## src/rtl/vga_frame_reader_pkg.sv

```systemverilog
// -----------------------------------------------------------------------------
// vga_reader_pkg
// Shared definitions for the framebuffer read-back path.
//   - state_t          : frame reader FSM states
//   - DEF_* constants  : default framebuffer geometry
//   - LANES            : pixels packed into one framebuffer word
// No ports (package).
// -----------------------------------------------------------------------------
package vga_reader_pkg;

    localparam int          DEF_ADDR_WIDTH  = 17;
    localparam int          DEF_DATA_WIDTH  = 32;
    localparam int          DEF_PIXEL_WIDTH = 8;
    localparam logic [16:0] DEF_LAST_ADDR   = 17'h041EB;

    localparam int          LANES = DEF_DATA_WIDTH / DEF_PIXEL_WIDTH;

    typedef enum logic [2:0] {
        IDLE  = 3'd0,
        REQ   = 3'd1,
        WAIT  = 3'd2,
        SHIFT = 3'd3,
        DONE  = 3'd4
    } state_t;

endpackage

```

## src/rtl/vga_frame_reader_word_unpacker.sv

```systemverilog
// -----------------------------------------------------------------------------
// word_unpacker
// Holds one framebuffer word and walks through its pixel lanes, least
// significant lane first.
//   clock     in   system clock, rising edge
//   resetn    in   synchronous active-low reset
//   load      in   capture word, restart at lane 0
//   word      in   framebuffer word to unpack
//   advance   in   current pixel consumed, step to the next lane
//   pixel     out  registered pixel of the current lane
//   last_lane out  current lane is the final lane of the word
// -----------------------------------------------------------------------------
module word_unpacker
    import vga_reader_pkg::*;
#(
    parameter int DATA_WIDTH  = DEF_DATA_WIDTH,
    parameter int PIXEL_WIDTH = DEF_PIXEL_WIDTH,
    parameter int LANE_COUNT  = LANES
) (
    input  logic                   clock,
    input  logic                   resetn,
    input  logic                   load,
    input  logic [DATA_WIDTH-1:0]  word,
    input  logic                   advance,
    output logic [PIXEL_WIDTH-1:0] pixel,
    output logic                   last_lane
);

    localparam int LANE_W = (LANE_COUNT > 1) ? $clog2(LANE_COUNT) : 1;

    logic [DATA_WIDTH-1:0] word_reg;
    logic [LANE_W-1:0]     lane;
    logic [LANE_W-1:0]     lane_inc;

    assign lane_inc  = lane + LANE_W'(1);
    assign last_lane = (lane == LANE_W'(LANE_COUNT - 1));

    // The pixel is kept in its own register (rather than muxed from word_reg)
    // so the stream output comes straight off a flop. On advance it is
    // preloaded with the lane that becomes current; after the last lane the
    // preloaded value is irrelevant because a new word is loaded first.
    always_ff @(posedge clock) begin
        if (!resetn) begin
            word_reg <= '0;
            lane     <= '0;
            pixel    <= '0;
        end else if (load) begin
            word_reg <= word;
            lane     <= '0;
            pixel    <= word[PIXEL_WIDTH-1:0];
        end else if (advance) begin
            lane     <= lane_inc;
            pixel    <= word_reg[lane_inc*PIXEL_WIDTH +: PIXEL_WIDTH];
        end
    end

endmodule

```

## src/rtl/vga_frame_reader.sv

```systemverilog
// -----------------------------------------------------------------------------
// vga_frame_reader
// Reads a whole frame back out of the framebuffer, one word per read, and
// streams it as pixels (least significant byte of each word first).
//   clock        in   system clock, rising edge
//   resetn       in   synchronous active-low reset
//   start        in   pulse, begins a frame when idle
//   abort        in   level, drops the current frame immediately
//   busy         out  frame in progress
//   done         out  one-cycle pulse after the final pixel handshake
//   mem_address  out  framebuffer word address (held between reads)
//   mem_read     out  one-cycle read strobe per word
//   mem_readdata in   read data, valid one cycle after mem_read
//   pix_data     out  current pixel
//   pix_valid    out  pix_data valid
//   pix_ready    in   consumer accepts pix_data
// Build option: VGA_FRAME_READER_LOOP_EN - when defined, the reader wraps to
// address 0 after each frame and scans continuously until abort or reset.
// -----------------------------------------------------------------------------
module vga_frame_reader
    import vga_reader_pkg::*;
#(
    parameter int                    ADDR_WIDTH  = DEF_ADDR_WIDTH,
    parameter int                    DATA_WIDTH  = DEF_DATA_WIDTH,
    parameter int                    PIXEL_WIDTH = DEF_PIXEL_WIDTH,
    parameter logic [ADDR_WIDTH-1:0] LAST_ADDR   = ADDR_WIDTH'(DEF_LAST_ADDR)
) (
    input  logic                   clock,
    input  logic                   resetn,
    input  logic                   start,
    input  logic                   abort,
    output logic                   busy,
    output logic                   done,
    output logic [ADDR_WIDTH-1:0]  mem_address,
    output logic                   mem_read,
    input  logic [DATA_WIDTH-1:0]  mem_readdata,
    output logic [PIXEL_WIDTH-1:0] pix_data,
    output logic                   pix_valid,
    input  logic                   pix_ready
);

    state_t                state;
    state_t                state_next;
    logic [ADDR_WIDTH-1:0] addr;
    logic [ADDR_WIDTH-1:0] addr_next;
    logic [ADDR_WIDTH-1:0] mem_address_next;
    logic                  mem_read_next;
    logic                  pix_valid_next;
    logic                  busy_next;
    logic                  done_next;

    logic                  handshake;
    logic                  load;
    logic                  advance;
    logic                  last_lane;

    // pix_valid mirrors the SHIFT state, so this is the stream handshake.
    assign handshake = pix_valid && pix_ready;

    // An abort squashes both a pending read return and a pending pixel step.
    assign load    = (state == WAIT) && !abort;
    assign advance = handshake && !abort;

    word_unpacker #(
        .DATA_WIDTH  (DATA_WIDTH),
        .PIXEL_WIDTH (PIXEL_WIDTH),
        .LANE_COUNT  (DATA_WIDTH / PIXEL_WIDTH)
    ) u_unpacker (
        .clock     (clock),
        .resetn    (resetn),
        .load      (load),
        .word      (mem_readdata),
        .advance   (advance),
        .pixel     (pix_data),
        .last_lane (last_lane)
    );

    // State register plus all registered outputs. Outputs are derived from
    // the next state so they line up with the state they describe.
    always_ff @(posedge clock) begin
        if (!resetn) begin
            state       <= IDLE;
            addr        <= '0;
            mem_address <= '0;
            mem_read    <= 1'b0;
            pix_valid   <= 1'b0;
            busy        <= 1'b0;
            done        <= 1'b0;
        end else begin
            state       <= state_next;
            addr        <= addr_next;
            mem_address <= mem_address_next;
            mem_read    <= mem_read_next;
            pix_valid   <= pix_valid_next;
            busy        <= busy_next;
            done        <= done_next;
        end
    end

    // Next-state logic. Abort overrides every transition out of a non-idle
    // state; in IDLE it simply blocks a simultaneous start.
    always_comb begin
        state_next = state;
        addr_next  = addr;

        case (state)
            IDLE: begin
                if (start && !abort) begin
                    addr_next  = '0;
                    state_next = REQ;
                end
            end
            REQ:   state_next = WAIT;
            WAIT:  state_next = SHIFT;
            SHIFT: begin
                if (handshake && last_lane) begin
                    if (addr < LAST_ADDR) begin
                        addr_next  = addr + ADDR_WIDTH'(1);
                        state_next = REQ;
                    end else begin
                        state_next = DONE;
                    end
                end
            end
            DONE: begin
`ifdef VGA_FRAME_READER_LOOP_EN
                addr_next  = '0;
                state_next = REQ;
`else
                state_next = IDLE;
`endif
            end
            default: state_next = IDLE;
        endcase

        if (abort && (state != IDLE)) begin
            state_next = IDLE;
        end

        mem_read_next    = (state_next == REQ);
        mem_address_next = (state_next == REQ) ? addr_next : mem_address;
        pix_valid_next   = (state_next == SHIFT);
        busy_next        = (state_next != IDLE);
        done_next        = (state_next == DONE);
    end

endmodule

```

## config.mk

```make
export PLATFORM = sky130hd
export DESIGN_NAME = vga_frame_reader
export DESIGN_NICKNAME = d
export VERILOG_FILES = /design/src/rtl/vga_frame_reader_pkg.sv /design/src/rtl/vga_frame_reader_word_unpacker.sv /design/src/rtl/vga_frame_reader.sv
export SDC_FILE = /design/constraint.sdc
export NUM_CORES = 1
export LEC_CHECK = 0
export ABC_AREA = 1
export BUFFER_PORTS_ARGS = -buffer_cell sky130_fd_sc_hd__buf_4
export CAP_MARGIN = 20
export CORE_MARGIN = 3
export CORE_UTILIZATION = 40
export CTS_CLUSTER_SIZE = 14
export DETAILED_ROUTE_END_ITERATION = 16
export SLEW_MARGIN = 20
export SYNTH_ARGS = -nofsm -noshare
export SYNTH_HDL_FRONTEND = slang
export SYNTH_HIERARCHICAL = 1
export SYNTH_SLANG_ARGS = --single-unit
```

## constraint.sdc

```tcl
create_clock -name clock -period 1.95 [get_ports clock]
set_clock_uncertainty 0.15 [all_clocks]
set_input_delay 0.195 -clock clock [delete_from_list [all_inputs] [get_ports clock]]
set_output_delay 0.195 -clock clock [all_outputs]
set_load 0.02 [all_outputs]
```

==> metrics.cfg, run 1 <==
[placement]
port_buffers=65
preCtsSetupSlack_ns=-0.04581
placed_area_um2=4827
routabilityCongestion=0.8786
dp_hpwl_um=7547

[pwr]
ir_drop_mv=0.3741
p_per_area_nw_per_um2=623.3
power_leakage_nw=2.611
finalPower_w=0.003452

[global_route]
grt_max_degree=30
antenna_found_initial=0
overflow=0
use_met3_pct=3.036
grt_pass1_wl_um=17770
grt_pass1_vias=3844
use_met1_pct=26.59
grt_use_total_pct=19.46
use_met2_pct=30.95
busiest_layer=met2

[min_path]
worstHoldEndpoint=u_unpacker/word_reg[16]
hold_path.class=in -> reg
hold_depth=3
worstHoldStart=mem_readdata[16]

[die]
pin_count=66
die_width_um=106.4
core_area_um2=9774
rows=36
die_h_um=106.4
dieArea_um2=11320
start_util_pct=41.24

[setup_path]
critical_path_class=reg -> reg
r2r_end=mem_address[13]
required_ns=2.06
arrival_ns=2.05
setup.worst_path.end_class=flop
cp_max_fo=7
regToRegStartpoint=addr[14]
ff2ff_path_depth=14
r2r_setup_slack_ns=0.01
worstSetupStartpointType=flop

[clock_tree]
cts_buffer_depth=2
cts_sinks=83
cts_buffers=9
htree_levels=3
cts_tree=done
root_buffer=clkbuf_8
insertion_delay_ns=0.36
clk_pin_slew_ns=0.08

[layout]
diodes=0
synthToLayoutAreaGrowth_pct=37.37
final_layout_size_suffix_gt1_share_pct=24.83
final_cell_area_um2=5538
fillers=932
largest_register_ff_count=32
fin_nets=768

[timing]
min_period_ns=1.938
fmax_mhz=516.0
setup_viol_count_final=0
setup_tns_ns=0
hold_viol_final=0
worst_slack_ns=0.01193
rsz0062_at_grt=true
period_share_pct=99.39
holdWs_ns=0.005113
maxSlewHeadroom_pct=72.31
slew_viol_final=0
tightestPinTransition_ns=0.4129

[logic_synthesis]
ys_types=33
synth_top_area_cell=dfxtp_1
synth_common_cells=nand2_1, dfxtp_1, inv_1
synth-edff-count=0
ys_seq_area_share_pct=41.22
syn-num-nets=644
synth_area_leaders=dfxtp_1, nand2_1, inv_1
synth.most_common_cell=nand2_1
syn_avg_cell_area_um2=6.663
synth_top_area_share_pct=41.22
synth.cell_area_um2=4031
synthArstFlopShare_pct=0
ys.flop_type=dfxtp_1
yosysWarnings=6
ys_ff_latch=83
synthesis.instances=605

[route]
drc_errors=0
drt_iter0_drc=189
via_per_inst=4.798
antenna_left=0
wl_per_cell_um=12.45
vias=4155
routed_wl_um=10780
dr.pass1.iters=5

[run_status]
status=complete, no violations

[run]
drv_cap=0

-- worst max path at each step --
stage,from,end,cells past startpoint
finish,addr[14],mem_address[13],14
global route,addr[14],mem_address[7],13
CTS,u_unpacker/lane[0],mem_address[14],11
detailed placement,addr[1],mem_address[14],9
global placement,addr[1],mem_address[14],9
floorplan,pix_valid,mem_address[14],6
-- metal layers --
metal,wire length [µm],vias up
met5,0,-
met4,219,0
met3,504,21
met2,4837,104
met1,5220,1881
li1,-,2149
-- layout make-up --
cell class              instances  area [µm²]  area share, %
clock buffers                  11       131.4          2.372
inverters                      86       325.3          5.874
clock inverters                 4       51.30         0.9263
multi-input cells             415        2051          37.03
flip-flops and latches         83        1674          30.23
repair buffers                134        1139          20.56
well taps                     133       166.4          3.005
-- worst max-delay path, cell delays in order, from the launching register on --
cell       delay, ns
dfxtp_2         0.37
inv_2           0.05
nor2_4          0.15
nand2_4         0.07
nor2_4          0.16
nand2_2         0.09
nand3_4         0.11
nand2_2         0.06
nand2_2         0.07
nand3_4         0.08
nand3_4         0.15
clkbuf_16       0.19
nand2_2         0.04
nand2_1         0.05
nor2_1          0.05
-- power by group --
group,switching [W],total [W],internal (W)
clock,0.000618,0.00121,0.000589
combinational,0.000249,0.000481,0.000232
sequential,0.0000226,0.00176,0.00174
total,0.000890,0.00345,0.00256
-- placed cells by master, fill, tap and decap left out, types with 2 or more instances in the layout --
cell and n:
dlygate4sd3_1 29, nand3_1 44, o21ai_1 5, nand3b_1 2, dfxtp_1 73, a21boi_0 4
dfxtp_2 10, buf_12 2, o21ai_0 29, nand2_1 153, inv_1 80, nor3_1 5
clkbuf_8 9, ha_1 2, nand3_2 2, nand4_1 5, a21oi_1 46, nor2_2 8
inv_2 3, clkinv_1 2, buf_4 101, nor2_4 7, nand2_4 5, o22ai_1 4
nand3_4 3, clkbuf_16 2, clkbuf_1 2, nand2_2 21, nor2_1 60
-- cell families after synthesis --
family | share of synthesized area [%]
adder cells (fa/ha/maj) | 0.6206
buffers and inverters | 11.27
multiplexers | 0.2793
XOR/XNOR | 0.2173
AO/OA/AOI/OAI | 12.54
AND/OR/NAND/NOR | 33.86
flip-flops | 41.22
-- per-stage QoR --
step / cells / util [%]
after global routing: 866 / 56.66
after detailed placement: 815 / 49.39
after CTS: 859 / 54.22
final: 866 / 56.66
after global placement: 815 / 49.39
after floorplan: 605 / -
-- timing repair --
item	4_1_cts	5_1_grt
cloned	0	2
hold buffers	29	0
buffers inserted	0	5
pin swaps	0	16
endpoints found under the setup margin	2	24
endpoints found under the hold margin	32	0
gates resized for setup	1	52
(Power assumes the default switching activity.)
==> inputs of run 2 (changes only) <==
--- a/config.mk
+++ b/config.mk
@@ -6,7 +6,7 @@
 export NUM_CORES = 1
 export LEC_CHECK = 0
 export ABC_AREA = 1
-export BUFFER_PORTS_ARGS = -buffer_cell sky130_fd_sc_hd__buf_4
+export BUFFER_PORTS_ARGS = -buffer_cell sky130_fd_sc_hd__buf_2
 export CAP_MARGIN = 20
 export CORE_MARGIN = 3
 export CORE_UTILIZATION = 40
==> metrics.cfg, run 2 (synthesis results as in run 1) <==
[run_status]
status=complete, no violations

[pwr]
power_leakage_nw=2.627  ; +0.60%
p_sw_w=0.0008890  ; about the same
comb_power_share_pct=12.6  ; -1.3 points
switching_share_pct=25.75  ; -0.033 points
pwr-share-clk_pct=36.5  ; +1.5 points
p_int_w=0.002564  ; about the same
pwr-share-seq_pct=51.0  ; about the same
p_per_area_nw_per_um2=637.2  ; +2.2%
ir_drop_mv=0.4124  ; +10%

[layout]
final_cell_area_um2=5419  ; -2.1%
utilization_pct=55.44  ; -1.2 points
fin_nets=771  ; +0.39%
final_cell_mix=nand2_1, inv_1, dfxtp_1, buf_2, nor2_1
multiInputGateArea_um2=2038  ; -0.61%
synthToLayoutAreaGrowth_pct=34.42
final_layout_size_suffix_gt1_share_pct=23.74  ; -1.1 points
regArea_um2=1680  ; +0.37%
largest_register_ff_count=32  ; unchanged
diodes=0  ; unchanged
final_common_cell=nand2_1
fillers=949  ; +1.8%
layout.cells.non_filler=870  ; +0.46%

[route]
drt_iter0_drc=206  ; +9.0%
vias=4109  ; -1.1%
routed_wl_um=10980  ; +1.8%
dr.pass1.iters=4  ; -1
antenna_left=0  ; unchanged
wl_per_cell_um=12.62  ; +1.4%
drc_errors=0  ; unchanged
via_per_inst=4.723  ; -1.6%

[setup_path]
r2r_end=mem_address[8]
r2r_setup_slack_ns=0.03  ; about the same
setup.worst_path.end_class=flop
worstSetupStartpointType=flop
arrival_ns=2.03  ; -0.02 ns
cp_max_fo=7  ; unchanged
ff2ff_path_depth=12  ; -2
critical_path_class=reg -> reg
regToRegStartpoint=addr[10]
required_ns=2.06  ; about the same

[die]
pin_count=66  ; unchanged
die_h_um=106.4  ; unchanged
dieArea_um2=11320  ; unchanged
rows=36  ; unchanged
start_util_pct=41.24  ; unchanged
die_width_um=106.4  ; unchanged
core_area_um2=9774  ; unchanged

[timing]
period_share_pct=98.67  ; -0.72 points
min_period_ns=1.924  ; -0.01398 ns
tightestPinTransition_ns=0.4655  ; +0.05268 ns
fmax_mhz=519.7  ; +0.73%
maxSlewHeadroom_pct=68.96  ; -3.3 points
slew_viol_final=0  ; unchanged
worst_slack_ns=0.02591  ; +0.01398 ns
setup_tns_ns=0  ; unchanged
setup_viol_count_final=0  ; unchanged
rsz0062_at_grt=true
hold_viol_final=0  ; unchanged

[clock_tree]
clk_pin_slew_ns=0.09  ; about the same
cts_buffer_depth=2  ; unchanged
insertion_delay_ns=0.36  ; about the same
cts_buffers=9  ; unchanged
cts_sinks=83  ; unchanged
htree_levels=3  ; unchanged
root_buffer=clkbuf_8
cts_tree=done

[placement]
routabilityCongestion=0.8710  ; -0.87%
dp_hpwl_um=7414  ; -1.8%
placed_area_um2=4657  ; -3.5%
placed_cells=814  ; -0.12%
preCtsSetupSlack_ns=0.01589  ; +0.06170 ns
port_buffers=65  ; unchanged

[min_path]
hold_depth=3  ; unchanged
hold_path.class=in -> reg
worstHoldEndpoint=u_unpacker/word_reg[31]
worstHoldStart=mem_readdata[31]

[global_route]
grt_pass1_vias=3899  ; +1.4%
grt_pass1_wl_um=17920  ; +0.82%
grt_max_degree=31  ; +3.3%
grt_use_total_pct=19.57  ; +0.11 points
overflow=0  ; unchanged
antenna_found_initial=0  ; unchanged

[run]
drv_cap=0  ; unchanged

-- run 2: through the flow --
step / total power [W] / hold slack [ns]
after floorplan: 0.002018 / 0.1834
after global placement: 0.002142 / 0.2722
after detailed placement: 0.002145 / 0.2747
after CTS: 0.003439 / 0.03156
after global routing: 0.003602 / 0.08932
final: 0.003453 / 0.05502
-- run 2: final cells by class --
class	count	share of cell area (%)
clock buffers	12	2.678
repair buffers	137	18.73
multi-input cells	415	37.61
clock inverters	4	0.9005
well taps	133	3.071
inverters	86	6.003
flip-flops and latches	83	31.01
-- run 2: worst max path at each step --
stage | startpoint | end | slack, ns
finish | addr[10] | mem_address[8] | 0.03
detailed placement | u_unpacker/lane[0] | mem_address[12] | 0.02
CTS | addr[5] | mem_address[1] | 0.04
floorplan | pix_valid | mem_address[14] | 0.20
global route | addr[10] | mem_address[8] | -0.09
global placement | u_unpacker/lane[0] | mem_address[0] | 0.03
-- run 2: layer usage --
| layer | share of wire, % | GRT usage (%) |
|---|---|---|
| met2 | 45 | 30.09 |
| met1 | 49 | 26.83 |
| met4 | 2.0 | 7.863 |
| met3 | 4.7 | 3.947 |
| met5 | 0 | 0 |
-- run 2: power by group through the flow --
stage | logic [W] | clock network [W] | registers, W
after global placement | 0.000340 | 0 | 0.00180
after detailed placement | 0.000343 | 0 | 0.00180
final | 0.000435 | 0.00126 | 0.00176
after CTS | 0.000391 | 0.00128 | 0.00176
after floorplan | 0.000173 | 0 | 0.00184
after global routing | 0.000484 | 0.00135 | 0.00177
-- run 2: timing repair --
item	4_1_cts	5_1_grt
endpoints found under the hold margin	34	0
cloned	0	3
pin swaps	0	14
setup endpoints to repair	1	35
hold buffers	31	0
buffers inserted	1	5
gates resized for setup	0	49
-- run 2: critical path, cell delays in order (launching register included) --
cell,delay [ns]
dfxtp_2,0.34
nor2_4,0.13
nand2_4,0.09
a21oi_4,0.17
buf_6,0.12
nand3_4,0.09
nand2_2,0.07
nand2_2,0.06
nand3_4,0.07
nand3_4,0.14
clkbuf_16,0.22
nor2_1,0.11
nor2_1,0.05
